$ cat src/rtl/cost_table_arbiter.sv
// Round-robin arbiter sharing one asynchronous-read cost table between NREQ requesters.
// Requesters may lock the table for a bounded burst; reads return with a fixed two-cycle latency.
module cost_table_arbiter #(
    parameter int NREQ    = 2,
    parameter int AW      = 3,
    parameter int CW      = 7,
    parameter int LOCKMAX = 8
) (
    input  logic                 CLK,
    input  logic                 RST,
    input  logic [NREQ-1:0]      req,
    input  logic [NREQ-1:0]      lock,
    input  logic [NREQ*AW-1:0]   w_in,
    input  logic [NREQ*AW-1:0]   j_in,
    output logic [NREQ-1:0]      gnt,
    output logic [AW-1:0]        W,
    output logic [AW-1:0]        J,
    input  logic [CW-1:0]        Cost,
    output logic [CW-1:0]        rdata,
    output logic [NREQ-1:0]      rvalid
);

    localparam int PW = (NREQ > 2) ? 2 : 1;
    localparam int LW = 4;

    typedef enum logic {
        ARB,
        LOCK
    } state_t;

    state_t          state;
    logic [PW-1:0]   ptr;
    logic [PW-1:0]   owner;
    logic [LW-1:0]   lcnt;
    logic [PW-1:0]   gnt_idx;
    logic            arb_hit;
    logic [PW:0]     sum_w;
    logic [PW-1:0]   tag;
    logic            tag_vld;
    logic            xfer;

    function automatic logic [PW-1:0] next_idx(input logic [PW-1:0] i);
        return (int'(i) == NREQ - 1) ? '0 : i + PW'(1);
    endfunction

    // Scanning the rotation from the far end down lets the candidate closest to ptr win.
    always_comb begin
        gnt     = '0;
        gnt_idx = '0;
        arb_hit = 1'b0;
        sum_w   = '0;
        if (!RST) begin
            if (state == LOCK) begin
                gnt_idx    = owner;
                gnt[owner] = req[owner];
            end else begin
                for (int o = NREQ - 1; o >= 0; o--) begin
                    sum_w = {1'b0, ptr} + (PW+1)'(o);
                    if (sum_w >= (PW+1)'(NREQ)) begin
                        sum_w = sum_w - (PW+1)'(NREQ);
                    end
                    if (req[sum_w[PW-1:0]]) begin
                        gnt_idx = sum_w[PW-1:0];
                        arb_hit = 1'b1;
                    end
                end
                if (arb_hit) begin
                    gnt[gnt_idx] = 1'b1;
                end
            end
        end
    end

    assign xfer = |(req & gnt);

    always_ff @(posedge CLK or posedge RST) begin
        if (RST) begin
            state   <= ARB;
            ptr     <= '0;
            owner   <= '0;
            lcnt    <= '0;
            tag     <= '0;
            tag_vld <= 1'b0;
            W       <= '0;
            J       <= '0;
            rdata   <= '0;
            rvalid  <= '0;
        end else begin
            tag_vld <= xfer;
            if (xfer) begin
                tag <= gnt_idx;
                W   <= w_in[int'(gnt_idx)*AW +: AW];
                J   <= j_in[int'(gnt_idx)*AW +: AW];
            end

            // The table answers combinationally from W/J, so capture one cycle after the transfer.
            rvalid <= tag_vld ? (NREQ'(1) << tag) : '0;
            if (tag_vld) begin
                rdata <= Cost;
            end

            case (state)
                ARB: begin
                    if (xfer) begin
                        if (lock[gnt_idx] && LOCKMAX > 1) begin
                            state <= LOCK;
                            owner <= gnt_idx;
                            lcnt  <= LW'(1);
                        end else begin
                            ptr <= next_idx(gnt_idx);
                        end
                    end
                end
                LOCK: begin
                    // Tenure ends on a dropped lock bit or after LOCKMAX accepted transfers.
                    if (xfer) begin
                        if (!lock[owner] || lcnt == LW'(LOCKMAX - 1)) begin
                            state <= ARB;
                            ptr   <= next_idx(owner);
                            lcnt  <= '0;
                        end else begin
                            lcnt <= lcnt + LW'(1);
                        end
                    end else if (!lock[owner]) begin
                        state <= ARB;
                        ptr   <= next_idx(owner);
                        lcnt  <= '0;
                    end
                end
                default: begin
                    state <= ARB;
                end
            endcase
        end
    end

endmodule

$ cat config.mk
export PLATFORM = sky130hd
export DESIGN_NAME = cost_table_arbiter
export DESIGN_NICKNAME = d
export VERILOG_FILES = /design/src/rtl/cost_table_arbiter.sv
export SDC_FILE = /design/constraint.sdc
export NUM_CORES = 1
export LEC_CHECK = 0
export BUFFER_PORTS_ARGS = -buffer_cell sky130_fd_sc_hd__clkbuf_2
export CORE_ASPECT_RATIO = 1.5
export CORE_MARGIN = 2
export CORE_UTILIZATION = 35
export DETAILED_ROUTE_END_ITERATION = 16
export SLEW_MARGIN = 20
export SYNTH_ARGS = -nofsm -noshare
export SYNTH_HDL_FRONTEND = slang
export SYNTH_SLANG_ARGS = --single-unit
$ cat constraint.sdc
create_clock -name CLK -period 1.4 [get_ports CLK]
set_input_delay 0.28 -clock CLK [delete_from_list [all_inputs] [get_ports CLK]]
set_output_delay 0.28 -clock CLK [all_outputs]
set_load 0.05 [all_outputs]
# Word-level counts from Yosys, hierarchy flattened
# Index checks and enable logic that the tools add are counted.
dict set report classes {
  add_sub_neg 6
  mul 1
  magnitude_cmp 9
  n_eq_ne 6
  n_shift 3
  n_mux 54
  bitwise_logic 3
  n_reduce_logical 8
}
# op n
set ops {}
lappend ops {{two-way mux 1 bit} 40}
lappend ops {{indexed part select 6 x 32 -> 3 bit} 1}
lappend ops {{two-way mux 4 bit} 5}
lappend ops {{< comparator 1 x 2 -> 1 bit (second input constant)} 5}
lappend ops {{two-way mux 2 bit} 4}
lappend ops {{case mux 4 bit (2 select lines)} 1}
lappend ops {{!= test 2 bit (second input constant)} 3}
lappend ops {{AND reduction 3 bit} 2}
lappend ops {{indexed part select 6 x 4 -> 3 bit} 1}
lappend ops {{adder 4 x 1 -> 4 bit (second input constant)} 1}
lappend ops {{AND 2 bit} 2}
lappend ops {{equality test 4 x 3 -> 1 bit (second input constant)} 1}
lappend ops {{case mux 1 bit (2 select lines)} 2}
lappend ops {{AND reduction 4 bit} 1}
lappend ops {{multiplier 1 x 2 -> 3 bit (second input constant)} 1}
lappend ops {{!= test 3 x 2 -> 1 bit (second input constant)} 1}
lappend ops {{!= test 3 bit (second input constant)} 1}
lappend ops {{adder 1 bit (second input constant)} 2}
lappend ops {{adder 1 x 1 -> 2 bit (second input constant)} 1}
lappend ops {{demux 1 bit (select 1 bit)} 2}
lappend ops {{>= comparator 1 bit (second input constant)} 2}
lappend ops {{>= comparator 1 x 2 -> 1 bit (second input constant)} 1}
lappend ops {{>= comparator 2 bit (second input constant)} 1}
lappend ops {{logical AND 1 bit} 2}
lappend ops {{other kinds (6)} 7}
dict set report totals {
  ff_bits 24
  out_inout_bits 17
  word_cells 100
}

# Longest topological paths before layout
dict set report logic_depth {
  word_depth 22
  ltp_mapped 7
  mapped_depth_nobuf 6
}

# Worst setup path before layout
# Ideal clock, no wire load.
dict set report synth_path {
  kind {input to register}
  startpoint {input RST}
  endpoint {register lcnt[2]}
  arrival_ns 1.807
  required_ns 1.335
  setup_slack_ns -0.472
  path_stages 5
  n_path_buf 0
  cell_sequence {inv_1 o221ai_2 or3_4 a21oi_2 a31o_1}
}
dict set report synth_via {
  elab_chain_len 5
  word_cells_on_any_way 12
  classes_between {eq/ne: 3; mux: 6; bitwise: 1; reduce/logical: 2}
}
# item line
set synth_lines {}
lappend synth_lines {{start: declaration} 10} ;# input logic RST,
lappend synth_lines {{two-way mux 2 bit or two-way mux 1 bit (tied branches)} 52} ;# if (!RST) begin
lappend synth_lines {{AND 2 bit or two-way mux 1 bit (tied branches)} {74, 105}}
lappend synth_lines {{OR reduction 2 bit or two-way mux 1 bit (tied branches)} {74, 105}}
lappend synth_lines {{!= test 3 bit (no source line) (tied with other cells)} n/a}
lappend synth_lines {{AND reduction 3 bit (no source line) or case mux 4 bit (2 select lines) (tied branches)} n/a}
lappend synth_lines {{end signal: assignment} 122} ;# lcnt <= lcnt + LW'(1);
lappend synth_lines {{end: declaration} 34} ;# logic [LW-1:0] lcnt;
# Several ways; a longest one is shown, not always the timed one. The select of a mux whose other input is x is not followed.
# A chain may end at the register's enable or synchronous reset.

# Worst setup path after layout
dict set report layout_path {
  startpoint {register state}
  endpoint {output gnt[1]}
}
dict set report layout_via {
  elab_chain_len 2
}
# item line
set layout_lines {}
lappend layout_lines {{start: declaration} 31} ;# state_t state;
lappend layout_lines {{start signal: assignment} 78} ;# state <= ARB;
lappend layout_lines {{start signal: assignment} 106} ;# state <= LOCK;
lappend layout_lines {{start signal: assignment} 118} ;# state <= ARB;
lappend layout_lines {{two-way mux 2 bit} 53} ;# if (state == LOCK) begin
lappend layout_lines {{two-way mux 2 bit} 52}
lappend layout_lines {{end: declaration} 15} ;# output logic [NREQ-1:0] gnt,
# Every way passes these cells.

==> summary by stage <==
Outcome
The flow ran to the end, but the final reports show violations. The final reports fail on setup timing.

Placement
At the placement stage, the worst setup path has a slack of -0.144 ns. The congestion estimate from routability-driven global placement came to 0.802. Summed over all nets, the half-perimeter wirelength after detailed placement is 2310 um. Port buffering added approximately 40 buffers.

Die
The standard-cell row count is 25. The core box area is ~0.0032 mm2. The die outline height is 75.1 um. The horizontal die dimension is 51.4 um. During I/O placement, the number of pins put on the boundary was between 40 and 50.

The die covers 0.00386 mm2. The starting density of the core is 0.370.

Worst setup path
On the worst path, the slowest cell contributes a delay of 0.45 ns. Along the worst path, the maximum fanout reaches 6. The launching element type of the critical path is a flip-flop. The data required time at the worst endpoint is 1.12 ns. The number of cells traversed by the worst register-to-register path is 6. The end of the worst register-to-register path is lcnt[2]. The cell family with the largest share of critical-path delay is flip-flops.

The signal arrival time at the worst endpoint is 1.34 ns. The standard cell with the maximum stage delay on the critical path is dfrtp_2. Setup slack on the worst reg-to-reg path comes out at -0.20 ns. The startpoint identified for the worst register-to-register timing path is state. The critical path class is reg -> out. Traced cell by cell, the critical path runs through nand2b_4, o21ai_4, and3_4, clkbuf_16. The worst setup path is captured at a primary output. The critical path buffer and inverter count is 1.

CTS
Clock latency on the worst-skew pair, taken at its later pin, is 0.26 ns. TritonCTS created 3 clock buffers. The clock slew seen by the registers of the worst setup and hold paths is 0.08 ns. The clock drives 24 sinks. The tree is rooted in a clkbuf_8. The TritonCTS clock tree is done.

No sink is reached through more buffers than the 2 on the longest clock path. CTS built an H-tree with a depth of 1.

Cells and area
Registers take 603 um2. The final-layout fill cell count is 287. For this run, the post-layout net count is 205.

The fraction of layout cells with a size suffix above 1 is 0.562. Leaving out fill and tap cells, the most frequent cells in the layout are clkbuf_2, buf_4, dfrtp_1. The growth of design area from synthesis to finish is 54.7%.

The antenna diode count is 0. The multi-input gate area in the final layout is 606 um2. The library cell used most frequently in the layout, excluding fill and tap cells, is clkbuf_2.

Timing
Based on the critical path, the design can be clocked at up to 616 MHz. For the finished layout, the period the worst path requires is 1.62 ns. The total count of hold-check failures in the final report came to 0. Dividing the final minimum period by the clock period gives 1.16. Setup repair after global routing could not meet its margin everywhere. For the pin with the worst max-slew slack, the measured transition is approximately 0.30 ns. Measured against its own limit, the worst slew margin works out to 0.796. The worst path setup slack after routing is -0.222 ns. The number of max-slew violations in the final report is 0. Clock skew on the completed layout was measured at 0.00116 ns. The final setup violation count is 16.

Synth
In this run, synthesis inferred 0 flip-flops with an integrated enable. The async set-reset flop share out of synthesis is 1.00. The share of the Yosys chip area taken by registers is 0.508. Counting every instance in the synthesized netlist gives 109. The post-synthesis average cell area is 10.8 um2. Among all flip-flop cells after synthesis, the most frequent one is dfrtp_1.

The cell area after synthesis is 0.00118 mm2. The number of nets in the synthesized netlist is ~140. Counting flops and latches in the post-synthesis netlist gives 24.

The count of synthesis-stage warnings from yosys is 0. Yosys mapped the design onto 33 distinct sky130hd cell types.

Worst hold path
The path type of the worst min-delay path is in -> async.

Power
The worst voltage drop across the vdd grid is 796 uV. The power density relative to cell area is 1760 mW/mm2. Internal power comes to 1.94 mW. The combinational share of power is 0.493.

In this run the static leakage power is 0.884 nW. For this design the total switching power over the nets is about 1.3 mW. The design draws 3.22 mW. The share of total power consumed by net switching is 0.397. Of the total power, registers draw 0.320. The part of the total power dissipated in the clock network is 0.187.

Detailed routing
Dividing the detail-routed wire length by the instance count gives roughly 13 um. The first-iteration detailed-routing DRC count is 21. After detailed routing, the number of vias per cell comes to 4.82. The routed wire length is just under 3000 um. Across all layers, the routed design uses 1051 vias. The detail route stage leaves a number of antenna-violating nets equal to 0.

After detailed routing, the number of remaining DRC violations is 0. The number of detailed-route iterations in the first pass is 4.

GRT
The maximum number of pins on one net before global-route repair is 18. The initial antenna violation count came to 0. The number of global-route vias before repair came to 1102. After global routing the overflow that remains totals 0. Across every metal layer, demand over resource in global routing totals 0.161. The first-pass GRT wire length is 4680 um.

Job
The number of max-cap violations is 0.
[worst max path at each step]
| stage | to | slack (ns) | depth (start not counted) | startpoint |
|---|---|---|---|---|
| after global placement | gnt[1] | -0.11 | 4 | state |
| after global routing | gnt[1] | -0.27 | 4 | state |
| final | gnt[1] | -0.22 | 4 | state |
| after detailed placement | W[1] | -0.14 | 6 | state |
| after CTS | gnt[1] | -0.23 | 4 | state |
| after floorplan | lcnt[2] | -0.06 | 5 | RST |
[synthesized netlist by cell type (2+ instances only)]
library cell  count  area share
nand2_1          13       0.041
inv_1             4       0.013
dfrtp_1          24        0.51
a21oi_1           4       0.017
o21ai_0           8       0.034
nor2b_1           3       0.016
mux2i_1           6       0.051
a31o_1            2       0.015
mux2_2            8       0.076
clkbuf_1          2      0.0064
nand3_1           3       0.013
nand2b_1          7       0.037
a21oi_2           2       0.015
and2_1            3       0.016
nor2_1            2      0.0064
[stage by stage]
step / std cells / setup TNS, ns / area, um2 / util / hold WS [ns]
detailed placement: 208 / -1.45 / 1660 / 0.520 / 0.221
global route: 218 / -3.23 / 1830 / 0.573 / 0.160
global placement: 208 / -0.883 / 1660 / 0.520 / 0.228
CTS: 217 / -2.06 / 1820 / 0.569 / 0.130
floorplan: 109 / -0.500 / 1240 / - / 0.191
finish: 218 / -2.08 / 1830 / 0.573 / 0.135
[power groups by stage]
stage | Clock, mW | Combinational (mW) | Sequential (mW)
2_1_floorplan | 0 | 0.586 | 1.43
3_3_place_gp | 0 | 1.41 | 1.04
3_5_place_dp | 0 | 1.45 | 1.05
4_1_cts | 0.627 | 1.57 | 1.04
5_1_grt | 0.655 | 1.68 | 1.06
6_report | 0.601 | 1.59 | 1.03
[worst register-to-register path, delay by kind of cell, from the launching register on]
kind	cells	cell delay, ns
AND/OR/NAND/NOR	1	0.39
flip-flops	1	0.45
AO/OA/AOI/OAI	4	0.55
buffers and inverters	1	0.16
[repair_timing]
action | CTS | global route
hold buffers | 1 | 0
setup endpoints to repair | 15 | 17
gates cloned | 0 | 0
setup buffers | 4 | 1
pin swaps | 4 | 0
gates resized for setup | 12 | 1
endpoints found under the hold margin | 1 | 0
[metal layers]
| layer | wire length (um) | part of all wire | vias up | global-route usage |
|---|---|---|---|---|
| met1 | 1070 | 0.37 | 504 | 0.153 |
| met3 | 100 | 0.034 | 2 | 0.0198 |
| met5 | 0 | 0 | - | 0 |
| li1 | - | - | 523 | - |
| met2 | 1700 | 0.59 | 22 | 0.335 |
| met4 | 24 | 0.0083 | 0 | 0.0614 |
[flip-flops by register name, summed over array words and instances (netlist names)]
signal   count
ptr          1
state        1
tag          1
W            3
rvalid       2
rdata        7
tag_vld      1
J            3
owner        1
lcnt         4
[final cells by class]
class | instances | share of cell area
inverters | 5 | 0.0130
clock inverters | 1 | 0.0164
clock buffers | 3 | 0.0226
multi-input cells | 76 | 0.332
repair buffers | 69 | 0.259
well taps | 40 | 0.0274
flip-flops and latches | 24 | 0.330
[logic make-up (layout without fill, tap and decap cells)]
family | Yosys count | count (layout) | share of synthesized area
simple gates | 34 | 34 | 0.149
buf+inv | 9 | 78 | 0.0381
mux | 14 | 14 | 0.127
compound gates | 27 | 27 | 0.166
fa+ha+maj | 1 | 1 | 0.0106
flops | 24 | 24 | 0.508
Note: power is estimated with default switching activity, not from simulation.
